===== config.mk =====
export PLATFORM = sky130hd
export DESIGN_NAME = mux2_arb
export DESIGN_NICKNAME = d
export VERILOG_FILES = /design/src/rtl/mux2_arb_pkg.sv /design/src/rtl/mux2_arb_cnt.sv /design/src/rtl/mux2_arb.sv
export SDC_FILE = /design/constraint.sdc
export NUM_CORES = 1
export LEC_CHECK = 0
export CORE_AREA = 3 3 40 42
export DETAILED_ROUTE_END_ITERATION = 8
export DIE_AREA = 0 0 43 45
export GPL_ROUTABILITY_DRIVEN = 1
export GPL_TIMING_DRIVEN = 1
export SLEW_MARGIN = 25
export SYNTH_ARGS = -nofsm -noshare
export SYNTH_HDL_FRONTEND = slang
export SYNTH_SLANG_ARGS = --single-unit

===== constraint.sdc =====
create_clock -name clk -period 1.8 [get_ports clk]
set_input_delay 0.54 -clock clk [delete_from_list [all_inputs] [get_ports clk]]
set_output_delay 0.54 -clock clk [all_outputs]
set_load 0.02 [all_outputs]

===== src/rtl/mux2_arb_pkg.sv =====
// Shared types for the two-requester mux arbiter.
package mux2_arb_pkg;
  localparam int NUM_REQ = 2;

  typedef enum logic [1:0] {
    IDLE = 2'd0,
    GNT0 = 2'd1,
    GNT1 = 2'd2
  } state_t;
endpackage


===== src/rtl/mux2_arb_cnt.sv =====
// Saturating hold counter: counts granted cycles, clears on any arbiter
// state change, sticks at MAX_HOLD-1 and flags it.
module mux2_arb_cnt #(
  parameter int MAX_HOLD = 8
) (
  input  logic clk,
  input  logic rst,
  input  logic clr,
  input  logic en,
  output logic at_max
);
  localparam int W = $clog2(MAX_HOLD);
  localparam logic [W-1:0] TOP = W'(MAX_HOLD - 1);

  logic [W-1:0] cnt;

  // count while a grant is held, restart from zero on every state change
  always_ff @(posedge clk) begin
    if (rst || clr)
      cnt <= '0;
    else if (en && cnt != TOP)
      cnt <= cnt + 1'b1;
  end

  assign at_max = (cnt == TOP);
endmodule


===== src/rtl/mux2_arb.sv =====
// Two-requester round-robin arbiter driving an external mux2 select.
// Optional grant timeout enabled with macro MUX2_ARB_TIMEOUT_EN.
module mux2_arb
  import mux2_arb_pkg::*;
#(
  parameter int MAX_HOLD = 8
) (
  input  logic                 clk,
  input  logic                 rst,
  input  logic [NUM_REQ-1:0]   req,
  input  logic [NUM_REQ-1:0]   last,
  output logic [NUM_REQ-1:0]   grant,
  output logic                 sel,
  output logic                 busy
);
  if (MAX_HOLD < 2 || MAX_HOLD > 255) begin : g_bad_param
    $error("mux2_arb: MAX_HOLD must be in 2..255");
  end

  state_t state;
  logic   rr;     // requester served most recently
  logic   cur;    // index of the current owner (valid in GNT0/GNT1)
  logic   held;   // in a grant state
  logic   tmo;    // forced release due to hold limit
  logic   rel;    // current owner gives up the mux this cycle
  logic   start;  // leaving IDLE this cycle
  logic   go;     // entering a grant state this cycle
  logic   tgt;    // requester that receives the next grant

  assign held  = (state == GNT0) || (state == GNT1);
  assign cur   = (state == GNT1);

`ifdef MUX2_ARB_TIMEOUT_EN
  logic at_max;

  mux2_arb_cnt #(.MAX_HOLD(MAX_HOLD)) u_cnt (
    .clk    (clk),
    .rst    (rst),
    .clr    (start || rel),
    .en     (held),
    .at_max (at_max)
  );

  // only cut a grant short when somebody is actually waiting
  assign tmo = at_max && req[~cur];
`else
  assign tmo = 1'b0;
`endif

  assign rel   = held && (!req[cur] || last[cur] || tmo);
  assign start = (state == IDLE) && (req != '0);
  assign go    = start || (rel && req[~cur]);
  // on a tie in IDLE the requester not served last wins; on release the
  // other requester is the only candidate, which also stops a re-grant
  assign tgt   = (state == IDLE) ? ((req == 2'b11) ? ~rr : req[1]) : ~cur;

  // arbiter FSM with registered outputs; sel keeps its value in IDLE
  always_ff @(posedge clk) begin
    if (rst) begin
      state <= IDLE;
      grant <= '0;
      sel   <= 1'b0;
      busy  <= 1'b0;
      rr    <= 1'b1;
    end else if (!(state inside {IDLE, GNT0, GNT1})) begin
      state <= IDLE;
      grant <= '0;
      busy  <= 1'b0;
    end else if (go) begin
      state <= tgt ? GNT1 : GNT0;
      grant <= tgt ? 2'b10 : 2'b01;
      sel   <= tgt;
      busy  <= 1'b1;
      rr    <= tgt;
    end else if (rel) begin
      state <= IDLE;
      grant <= '0;
      busy  <= 1'b0;
    end
  end
endmodule

## Word level (Yosys, flattened, before mapping)

Index checks and enable logic that the tools add are counted.

- Bits of input ports: 6
- Bits in registers: 5
- Output and inout port bits: 4

- Bitwise gates (word level): 3
- Order comparisons: 2
- Eq/ne operators: 3
- Muxes and demuxes: 13
- Reduce and logical (&&, ||, !) cells: 13

Operators with widths:

| kind | number |
|---|---|
| two-way mux 1 bit | 10 |
| two-way mux 2 bit | 3 |
| equality test 2 bit (second input constant) | 2 |
| less-than comparator 1 x 2 -> 1 bit (second input constant) | 2 |
| nonzero test 2 bit | 2 |
| logical AND 1 bit | 3 |
| logical OR 1 bit | 3 |
| NOT 1 bit | 3 |
| nonzero test 3 bit | 1 |
| equality test 2 x 1 -> 1 bit (second input constant) | 1 |
| zero test 2 bit | 1 |
| AND reduction 2 bit | 1 |
| OR reduction 2 bit | 1 |
| zero test 1 bit | 1 |

## Depth between registers and ports, before layout

- Depth in word-level cells: 9
- Gate-level depth with buffers: 6
- Mapped depth without buffers: 6

## Worst setup path before layout

No wires, ideal clock.

- Path kind: reg2reg
- From: register, netlist name grant[0]
- To: register rr
- Clock period less this slack: 1.769 ns
- Required time: 1.678 ns
- Setup slack: 0.031 ns
- Cell stages (with the launch flop): 7
- Arrival: 1.648 ns
- Cell sequence: dfxtp_1 -> inv_1 -> ha_1 -> mux2_4 -> o211ai_2 -> a21oi_2 -> o32a_1

RTL lines:

| element | line | source |
|---|---|---|
| end signal: assignment | mux2_arb.sv:74 | `rr <= tgt;` |
| end: declaration | mux2_arb.sv:21 | `logic rr;` |

## Worst setup path after layout

- From: register busy
- To: output busy

RTL lines:

| element | line | source |
|---|---|---|
| start: declaration | mux2_arb.sv:14 | `output logic busy` |
| start signal: assignment | mux2_arb.sv:63 | `busy <= 1'b0;` |
| start signal: assignment | mux2_arb.sv:68 | `busy <= 1'b0;` |
| start signal: assignment | mux2_arb.sv:73 | `busy <= 1'b1;` |

No word-level cell between the ends.

==> results.txt <==
number of nets in the synthesized netlist: 45
maximum ir drop on the vdd rail: 0.477 mV
clk_skew: 0.00705 ns
number of diodes added for antenna fixing: 0
Worst EP arrival: 1.16 ns
first-pass GRT wire length: 1090 um
Relative slew margins: 78.2%
gp weighted congestion: 0.730
Highest Signal Layer: met3
# Max-Cap Violations: 0
maximum clock frequency: 589 MHz
Remaining DRCs: 0
Setup crit start: busy
via count of the first global-routing pass: 286
number of antenna violations at the first check in global routing: 0
type of the worst setup path: register to output port
M1 WL: 273 um
Final Max Slew Viols: 0
Startpoint Class: register
required time at the endpoint of the critical path: 1.26 ns
pin count of the biggest net entering global routing: 7
router iterations before antenna repair: 4
HP Class: register to register
die height: 45 um
CTS tree: yes
unrepaired setup endpoints after global routing: no
Placed Area: 464 um2
longest individual stage delay on the worst path: 0.60 ns
clk sink count: 5
slew at the pin closest to its max-slew limit: 0.318 ns
Layout Cell Area excl Fill: 502 um2
antenna violation net count after detailed routing: 0
number of gates on the worst path with buffers counted: 1
R2R Path End: rr
overall die area: 1940 um2
htree depth: 1
Worst Setup EP: busy
cell area after technology mapping: 325 um2
Initial Util: 25.3%
Final Net Count: 63
number of buffers on the longest clock path: 2
maximum net fanout on the critical path: 2
residual overflow from global routing: 0
Post-Place Cells: 63
cell at the slowest stage of the critical path: sky130_fd_sc_hd__clkdlybuf4s50_1
Total Power: 0.680 mW
core occupancy in the finished layout: 39.0%
overall die width: 43 um
clock tree root driver cell: sky130_fd_sc_hd__clkbuf_4
Core Area: 1280 um2
routed length on met3: 41 um
startpoint of the worst register-to-register path: grant[1]
clock latency on the worst-skew pair: 0.24 ns
share of layout cells above drive strength 1: 30.8%
worst-case reg-to-reg path depth: 5
count of input and output buffers: 9
io pins: 10
cell-by-cell trace of the critical path: clkdlybuf4s50_1
setup violation total in the final timing report: 0
Area growth, synth to finish: 54.2%
count of hold buffers inserted by post-cts repair: 0
routed via count: 318
distinct cell type count of the synthesized netlist: 21
sequential-to-total area share from yosys stat: 30.8%
row count: 13
register bit total from synthesis: 5
Final Routed Wirelength: 636 um
status: complete, no violations
type of element capturing the critical path: output port
buffer and inverter count on the worst path: 1
power density cells: 1350 nW/um2
wire per inst: 9.49 um
final critical path time including I/O delays and setup: 1.70 ns
post-route clock period utilization: 94.4%
number of non-filler instances in the completed layout: 67
Iter 0 DRT Violations: 4
standby leakage power: 0.225 nW
met2 WL: 321 um
mean cell area of the mapped netlist: 9.29 um2
Hold Fails Final Rpt: 0
Via density: 4.75
Synthesis Warnings: 0
global router's overall resource usage: 7.66%
FF-to-FF setup slack: 0.13 ns
clock-pin slew of the registers on the worst-case setup and hold paths: 0.05 ns
synthesized netlist cell count: 35
kind of cell adding the most delay to the critical path: buffers and inverters
total CTS buffers: 3
==> final cells by class <==
| type | count | area [um2] |
|---|---|---|
| fillers | 136 | 783 |
| multi-input cells | 28 | 226 |
| repair buffers | 13 | 121 |
| flip-flops and latches | 5 | 101 |
| clock buffers | 4 | 26.3 |
| well taps | 15 | 18.8 |
| inverters | 2 | 7.51 |
==> routing by layer <==
layer | up-vias | global-route usage [%]
li1 | 163 | -
met1 | 145 | 8.19
met2 | 10 | 12.6
met3 | 0 | 5.18
met4 | 0 | 1.81
met5 | - | 0
==> registers in the layout (all words and copies together) (netlist names) <==
| register | flops |
|---|---|
| rr | 1 |
| sel | 1 |
| grant | 2 |
| busy | 1 |
==> synth_stat cells, drive strengths merged <==
cell / instances / area, um2
dfxtp: 5 / 100
ha: 4 / 50.1
nand2: 4 / 15.0
o21ai: 4 / 23.8
a21oi: 2 / 13.8
inv: 2 / 7.51
mux2: 2 / 26.3
nand4: 2 / 12.5
nor2: 2 / 7.51
a211o: 1 / 10.0
a31oi: 1 / 6.26
and2: 1 / 7.51
mux2i: 1 / 10.0
nand2b: 1 / 6.26
o211ai: 1 / 12.5
o32a: 1 / 10.0
or2: 1 / 6.26
==> cell families (layout without fill, tap and decap cells) <==
family | Yosys count | count (layout) | synth area share (%)
AND/OR/NAND/NOR | 11 | 11 | 16.9
AO/OA/AOI/OAI | 10 | 10 | 23.5
flip-flops | 5 | 5 | 30.8
adder cells (fa/ha/maj) | 4 | 4 | 15.4
multiplexers | 3 | 3 | 11.2
buffers and inverters | 2 | 19 | 2.31
==> report_power, final <==
group / internal [mW] / switching (mW) / total [mW] / leakage, nW
registers: 0.156 / 0.0285 / 0.185 / 0.0418
clock network: 0.0838 / 0.0452 / 0.129 / 0.0150
logic: 0.180 / 0.186 / 0.366 / 0.168
==> what timing repair did <==
action,in CTS,in global routing
endpoints found under the setup margin,1,2
hold endpoints to repair,0,0
resized for setup,1,3
buffers inserted,0,0
==> stage by stage <==
step	setup TNS, ns	hold slack (ns)	setup slack (ns)
finish	0	0.446	0.101
global route	0	0.481	0.0326
CTS	0	0.452	0.00782
detailed placement	-0.280	0.445	-0.126
global placement	-0.226	0.444	-0.115
floorplan	0	0.471	0.0305
==> cells in the final DEF (no fill, tap or decap) <==
cell type and count:
sky130_fd_sc_hd__o211ai_4 1, sky130_fd_sc_hd__o21ai_1 1, sky130_fd_sc_hd__nand2_1 4, sky130_fd_sc_hd__nand4_1 2, sky130_fd_sc_hd__mux2_2 1, sky130_fd_sc_hd__dfxtp_1 4, sky130_fd_sc_hd__mux2i_1 1, sky130_fd_sc_hd__a21oi_1 1
sky130_fd_sc_hd__o21ai_0 2, sky130_fd_sc_hd__clkbuf_4 3, sky130_fd_sc_hd__ha_1 4, sky130_fd_sc_hd__a211o_2 1, sky130_fd_sc_hd__dlygate4sd2_1 1, sky130_fd_sc_hd__or2_2 1, sky130_fd_sc_hd__clkdlybuf4s50_1 7, sky130_fd_sc_hd__a21oi_2 1
sky130_fd_sc_hd__nand2b_1 1, sky130_fd_sc_hd__nor2_1 2, sky130_fd_sc_hd__dlymetal6s2s_1 1, sky130_fd_sc_hd__mux2_4 1, sky130_fd_sc_hd__clkbuf_1 1, sky130_fd_sc_hd__a31oi_1 1, sky130_fd_sc_hd__inv_1 2, sky130_fd_sc_hd__buf_4 4
sky130_fd_sc_hd__dfxtp_2 1, sky130_fd_sc_hd__o32a_1 1, sky130_fd_sc_hd__o21ai_2 1, sky130_fd_sc_hd__and2_2 1
==> worst min-delay path by stage <==
stage / to / cells after the start / startpoint
global route: busy / 2 / busy
floorplan: rr / 1 / rr
finish: busy / 2 / busy
detailed placement: busy / 2 / busy
CTS: busy / 2 / busy
global placement: busy / 2 / busy
No activity file was read; power rests on OpenSTA's default activity.
